==> src/rtl/wb_pkg.sv <==
// Write-back stage package: source-select encodings and default widths
// shared by etapa_wb and its scoreboard.
package wb_pkg;

    localparam int WB_DATA_W = 32;  // data / RAM word width
    localparam int WB_IMM_W  = 8;   // immediate width
    localparam int WB_REG_AW = 3;   // register address width
    localparam int WB_CNT_W  = 2;   // scoreboard pending counter width
    localparam int WB_ELEM_W = 8;   // vector element index width

    typedef enum logic [1:0] {
        WB_SEL_DATA = 2'b00,
        WB_SEL_MEM  = 2'b01,
        WB_SEL_IMM  = 2'b10,
        WB_SEL_NONE = 2'b11
    } wb_sel_t;

endpackage

==> src/rtl/wb_scoreboard.sv <==
// Per-register pending-write scoreboard.
//   clk, rst            : clock, async active-high reset
//   issue_valid/dest    : decode issues a register-writing instruction
//   commit/commit_dest  : write-back commits a register write this edge
//   chk_a, chk_b        : decode source registers to check
//   issue_ready         : issue_dest counter not saturated
//   hazard_a, hazard_b  : checked register has a pending write
//   busy_mask           : bit i set when register i counter is nonzero
module wb_scoreboard
    import wb_pkg::*;
#(
    parameter int REG_AW = WB_REG_AW,
    parameter int CNT_W  = WB_CNT_W
) (
    input  logic                   clk,
    input  logic                   rst,
    input  logic                   issue_valid,
    input  logic [REG_AW-1:0]      issue_dest,
    input  logic                   commit,
    input  logic [REG_AW-1:0]      commit_dest,
    input  logic [REG_AW-1:0]      chk_a,
    input  logic [REG_AW-1:0]      chk_b,
    output logic                   issue_ready,
    output logic                   hazard_a,
    output logic                   hazard_b,
    output logic [(1<<REG_AW)-1:0] busy_mask
);

    localparam int NUM_REGS = 1 << REG_AW;
    localparam logic [CNT_W-1:0] CNT_MAX = '1;

    logic [NUM_REGS-1:0][CNT_W-1:0] cnt;
    logic                           inc_ok;

    assign issue_ready = (cnt[issue_dest] != CNT_MAX);
    assign inc_ok      = issue_valid && issue_ready;

    for (genvar g = 0; g < NUM_REGS; g++) begin : g_reg
        logic             inc_g, dec_g;
        logic [CNT_W-1:0] cnt_q;

        assign inc_g = inc_ok && (issue_dest == REG_AW'(g));
        assign dec_g = commit && (commit_dest == REG_AW'(g));

        // Issue and commit on the same register cancel out; a commit on an
        // idle register is clamped at zero.
        always_ff @(posedge clk or posedge rst) begin
            if (rst)
                cnt_q <= '0;
            else if (inc_g && !dec_g)
                cnt_q <= cnt_q + CNT_W'(1);
            else if (dec_g && !inc_g && cnt_q != '0)
                cnt_q <= cnt_q - CNT_W'(1);
        end

        assign cnt[g]       = cnt_q;
        assign busy_mask[g] = |cnt_q;
    end

    // No same-cycle bypass: decode re-checks on the following cycle.
    assign hazard_a = busy_mask[chk_a];
    assign hazard_b = busy_mask[chk_b];

endmodule

==> src/rtl/etapa_wb.sv <==
// Write-back stage. Captures MEM-stage outputs (E1), commits the selected
// source to the register file one edge later (E2) so RAM read data lines up.
//   clk, rst                      : clock, async active-high reset
//   valid_in, data_in,
//   inmediate_in, dir_dest_in,
//   sel_wb, last_in               : MEM-stage instruction
//   mem_q                         : RAM read data, one cycle after valid_in
//   issue_valid, issue_dest       : decode issue into the scoreboard
//   chk_a, chk_b                  : decode hazard queries
//   issue_ready, hazard_a/b,
//   busy_mask                     : scoreboard status (combinational)
//   wb_en, wb_addr, wb_data       : register file write port
//   wb_elem                       : vector element index of this write
module etapa_wb
    import wb_pkg::*;
#(
    parameter int DATA_W = WB_DATA_W,
    parameter int IMM_W  = WB_IMM_W,
    parameter int REG_AW = WB_REG_AW,
    parameter int CNT_W  = WB_CNT_W,
    parameter int ELEM_W = WB_ELEM_W
) (
    input  logic                   clk,
    input  logic                   rst,
    input  logic                   valid_in,
    input  logic [DATA_W-1:0]      data_in,
    input  logic [IMM_W-1:0]       inmediate_in,
    input  logic [REG_AW-1:0]      dir_dest_in,
    input  logic [1:0]             sel_wb,
    input  logic                   last_in,
    input  logic [DATA_W-1:0]      mem_q,
    input  logic                   issue_valid,
    input  logic [REG_AW-1:0]      issue_dest,
    input  logic [REG_AW-1:0]      chk_a,
    input  logic [REG_AW-1:0]      chk_b,
    output logic                   issue_ready,
    output logic                   hazard_a,
    output logic                   hazard_b,
    output logic                   wb_en,
    output logic [REG_AW-1:0]      wb_addr,
    output logic [DATA_W-1:0]      wb_data,
    output logic [ELEM_W-1:0]      wb_elem,
    output logic [(1<<REG_AW)-1:0] busy_mask
);

    logic              r_valid;
    logic [DATA_W-1:0] r_data;
    logic [IMM_W-1:0]  r_imm;
    logic [REG_AW-1:0] r_dest;
    wb_sel_t           r_sel;
    logic              r_last;

    logic              commit;
    logic [DATA_W-1:0] wb_data_d;
    logic [ELEM_W-1:0] elem_cnt;

    // Capture register
    always_ff @(posedge clk or posedge rst) begin
        if (rst) begin
            r_valid <= 1'b0;
            r_data  <= '0;
            r_imm   <= '0;
            r_dest  <= '0;
            r_sel   <= WB_SEL_DATA;
            r_last  <= 1'b0;
        end else begin
            r_valid <= valid_in;
            if (valid_in) begin
                r_data <= data_in;
                r_imm  <= inmediate_in;
                r_dest <= dir_dest_in;
                r_sel  <= wb_sel_t'(sel_wb);
                r_last <= last_in;
            end
        end
    end

    assign commit = r_valid && (r_sel != WB_SEL_NONE);

    // Source mux; mem_q is the RAM word for the captured instruction.
    always_comb begin
        wb_data_d = r_data;
        case (r_sel)
            WB_SEL_MEM: wb_data_d = mem_q;
            WB_SEL_IMM: wb_data_d = DATA_W'(r_imm);
            default:    wb_data_d = r_data;
        endcase
    end

    // Register file write port and element counter
    always_ff @(posedge clk or posedge rst) begin
        if (rst) begin
            wb_en    <= 1'b0;
            wb_addr  <= '0;
            wb_data  <= '0;
            wb_elem  <= '0;
            elem_cnt <= '0;
        end else begin
            wb_en <= commit;
            if (commit) begin
                wb_addr  <= r_dest;
                wb_data  <= wb_data_d;
                wb_elem  <= elem_cnt;
                // The last element carries its own index; the next run restarts at 0.
                elem_cnt <= r_last ? '0 : elem_cnt + ELEM_W'(1);
            end
        end
    end

    wb_scoreboard #(
        .REG_AW (REG_AW),
        .CNT_W  (CNT_W)
    ) u_sb (
        .clk         (clk),
        .rst         (rst),
        .issue_valid (issue_valid),
        .issue_dest  (issue_dest),
        .commit      (commit),
        .commit_dest (r_dest),
        .chk_a       (chk_a),
        .chk_b       (chk_b),
        .issue_ready (issue_ready),
        .hazard_a    (hazard_a),
        .hazard_b    (hazard_b),
        .busy_mask   (busy_mask)
    );

endmodule

==> config.mk <==
export PLATFORM = sky130hd
export DESIGN_NAME = etapa_wb
export DESIGN_NICKNAME = d
export VERILOG_FILES = /design/src/rtl/wb_pkg.sv /design/src/rtl/wb_scoreboard.sv /design/src/rtl/etapa_wb.sv
export SDC_FILE = /design/constraint.sdc
export NUM_CORES = 1
export LEC_CHECK = 0
export BUFFER_PORTS_ARGS = -buffer_cell sky130_fd_sc_hd__buf_2
export CAP_MARGIN = 20
export CORE_AREA = 2 2 110 112
export DETAILED_ROUTE_END_ITERATION = 8
export DIE_AREA = 0 0 112 114
export PLACE_DENSITY = 0.75
export SETUP_SLACK_MARGIN = 0.15
export SLEW_MARGIN = 20
export SYNTH_ARGS = -nofsm -noshare
export SYNTH_HDL_FRONTEND = slang
export SYNTH_SLANG_ARGS = --single-unit
==> constraint.sdc <==
create_clock -name clk -period 4.46 [get_ports clk]
set_clock_uncertainty 0.2 [all_clocks]
set_input_delay 1.338 -clock clk [delete_from_list [all_inputs] [get_ports clk]]
set_output_delay 1.338 -clock clk [all_outputs]
set_load 0.02 [all_outputs]
==> flow_summary.yaml <==
status:
  outcome: "complete, no violations"
yosys:
  synth.ff_latch_count: 115
  synth_fa_ha_area_frac: 0.00935
  post_synth_main_area_contributors: "dfrtp_1, mux2_2, nand2_1"
  synth_ff_type: "dfrtp_1"
  synth_most_common_cell: "dfrtp_1"
  yosys_warnings: 0
  synth_instances: 542
  yosysSeqAreaShare: 0.538
  area_fraction_in_compound_gates_after_synthesis: 0.158
  synth.net_count: 637
  combinational_family_with_the_most_area_after_synthesis: "compound AO/OA/AOI/OAI gates"
  yosysTopAreaCell: "dfrtp_1"
  synth.cell_area_mm2: 0.00535
  async_flop_share: 1.00
  post_synth_mux_area_share: 0.116
  avgSynthCellArea_um2: 9.87
  post_synth_num_cell_types: 33
  synthesized_area_fraction_occupied_by_xor_and_xnor_cells: 0
  netlist.area_leader.share: 0.538
  yosys.area_share.simple: 0.143
  netlist_top_cells_count: "dfrtp_1, nand2_1, o21ai_0, nor2_1, mux2_2"
  synth_edf_count: 0
routing:
  sum_of_routed_wire_length_over_all_layers_mm: 12.6
  drt-wirelength-per-cell_um: 15.0
  dr.max_layer_used: "met4"
  drcViolationCount: 0
  detail_route.iter0.violations: 177
  detailroute.wirelength.met2_mm: 5.93
  route.layer.met1.wl_mm: 5.46
  antenna_violating_nets_post_route: 0
  wl_met3_um: 919
  via_count: 4442
  drt-pass1-iter-count: 5
  vias_per_cell: 5.30
pwr:
  pwr-share-clk: 0.416
  switching_share: 0.288
  internal_power_mw: 2.48
  power_per_cell_area_mw_per_mm2: 509
  p_seq_frac: 0.386
  p_leak_nw: 3.21
  ir_worst_vdd_mv: 0.294
  share_comb_of_total_power: 0.198
  power.switching_mw: 1.00
floorplanning:
  rows: 40
  initial_core_util: 0.457
  die_ar_mm2: 0.0128
  die_h_um: 114
  fp.dieW_um: 112
  floorplan.core_area_mm2: 0.0117
  top_level_ports: 146
critical_path:
  critical_path_required_ns: 2.92
  cp-start-kind: "primary input"
  critPathArrivalTime_ns: 2.43
  criticalPathCategory: "primary input to output pin"
  critical_path_peak_fanout: 6
  timing.critical_path.to_type: "output pin"
cells_and_area:
  final_net_count: 773
  fill_cell_instance_count_of_the_final_layout: 1012
  register_area_mm2: 0.00288
  flow.area_growth_from_synthesis_pct: 27.7
  multi_input_area_mm2: 0.00230
  postLayoutCellArea_mm2: 0.00684
  antenna_cells_inserted: 0
  drive_gt1_frac: 0.347
clock_tree:
  worst_setup_hold_path_clk_slew_ns: 0.05
  ctsRootBufferMaster: "clkbuf_16"
  tritoncts: "done"
  postCtsHoldBufs: 0
  clock_sink_count: 115
  clock_insertion_delay_worst_skew_ns: 0.40
  cts_buffers: 17
  cts_max_path_buffers: 2
  cts-htree-levels: 4
  cts_repair_resize_count: 0
  post_cts.repair.setup_buffers: 0
grt:
  via_count_of_the_first_global_routing_pass: 4507
  globalRouteTotalUtil: 0.206
  grt_max_degree: 68
  gr-total-overflow: 0
  first_pass_grt_wire_length_mm: 21.2
  antenna_found_initial: 0
sta:
  timing.final.setup_violations: 0
  slew_at_the_pin_closest_to_its_max_slew_limit_ns: 0.982
  finalHoldViolCount: 0
  final.min_clock_period_ns: 3.96
  slew_headroom: 0.345
  tns_ns: 0
  timing.fmax_mhz: 252
  setup_repair_after_global_routing_missed_its_margin: "no"
  timing.hold.ws_ns: 0.271
  fin_crit_sh: 0.889
  timing_max_transition_violations_final: 0
placed_design:
  detailed_place_hpwl_mm: 8.84
  globalplace.congestion: 0.796
  place.port_buffers: 145
  postPlaceCellArea_mm2: 0.00618
job:
  max_cap_viol_count: 0
min_path:
  path_type_of_the_worst_min_delay_path: "register to register"
-- cell usage in the layout (no fill, tap or decap), types with 4 or more instances in the layout --
cell type / n
a21oi_1: 39
bufinv_16: 4
inv_1: 15
clkbuf_16: 17
or2_2: 5
buf_2: 145
o21ai_0: 65
nor2_1: 52
a22oi_1: 8
clkbuf_8: 4
a311oi_1: 7
nor2b_1: 11
o2111a_1: 8
dfrtp_1: 115
nand2_1: 99
buf_4: 4
mux2_2: 46
a211oi_1: 8
mux4_2: 4
-- state kept, by name, indices dropped and copies added, names as in the netlist --
register	flops
r_last	1
r_dest	3
wb_elem	8
u_sb.g.cnt_q	16
r_valid	1
r_sel	2
r_imm	8
r_data	32
wb_data	32
wb_addr	3
wb_en	1
elem_cnt	8
-- worst paths after layout --
| kind | from | end | slack, ns | cells after the start |
|---|---|---|---|---|
| worst max register to register | r_sel[1] | elem_cnt[6] | 1.80 | 6 |
| max in group asynchronous | rst | r_data[27] | 2.61 | 3 |
| worst min register to register | wb_addr[2] | wb_addr[2] | 0.27 | 2 |
| min in group asynchronous | rst | wb_addr[1] | 0.68 | 2 |
| worst min-delay path | wb_addr[2] | wb_addr[2] | 0.27 | 2 |
| worst max-delay path | issue_dest[0] | issue_ready | 0.50 | 4 |
-- per-layer routing --
layer,vias up,GRT usage
li1,2149,-
met1,2109,0.250
met2,155,0.339
met3,29,0.0659
met4,0,0.0943
met5,-,0
-- power by group through the flow --
stage / Combinational [mW] / Sequential [mW] / Clock (mW)
finish: 0.688 / 1.34 / 1.45
global route: 0.764 / 1.37 / 1.52
CTS: 0.689 / 1.34 / 1.47
detailed placement: 0.686 / 1.36 / 0
global placement: 0.666 / 1.35 / 0
floorplan: 0.380 / 1.42 / 0
-- worst max-delay path, stage by stage --
cell	delay (ns)
buf_2	0.15
mux4_2	0.51
mux2_2	0.27
buf_2	0.16
-- area by class of cell --
class	instances	area share
clock buffers	23	0.0714
clock inverters	9	0.0220
inverters	16	0.00934
multi-input cells	378	0.336
flip-flops and latches	115	0.421
well taps	147	0.0269
repair buffers	150	0.113
-- kinds of logic after synthesis --
group,Yosys count
simple gates,182
compound gates,141
flops,115
fa+ha+maj,4
mux,51
buf+inv,49
-- through the flow --
| stage | total power, mW | std cells | util | setup WS, ns |
|---|---|---|---|---|
| floorplan | 1.80 | 542 | - | 0.780 |
| global placement | 2.01 | 806 | 0.528 | 0.526 |
| detailed placement | 2.05 | 806 | 0.528 | 0.504 |
| CTS | 3.51 | 838 | 0.583 | 0.496 |
| global route | 3.66 | 838 | 0.584 | 0.473 |
| finish | 3.48 | 838 | 0.584 | 0.496 |
Power figures use the tool's default switching activity.
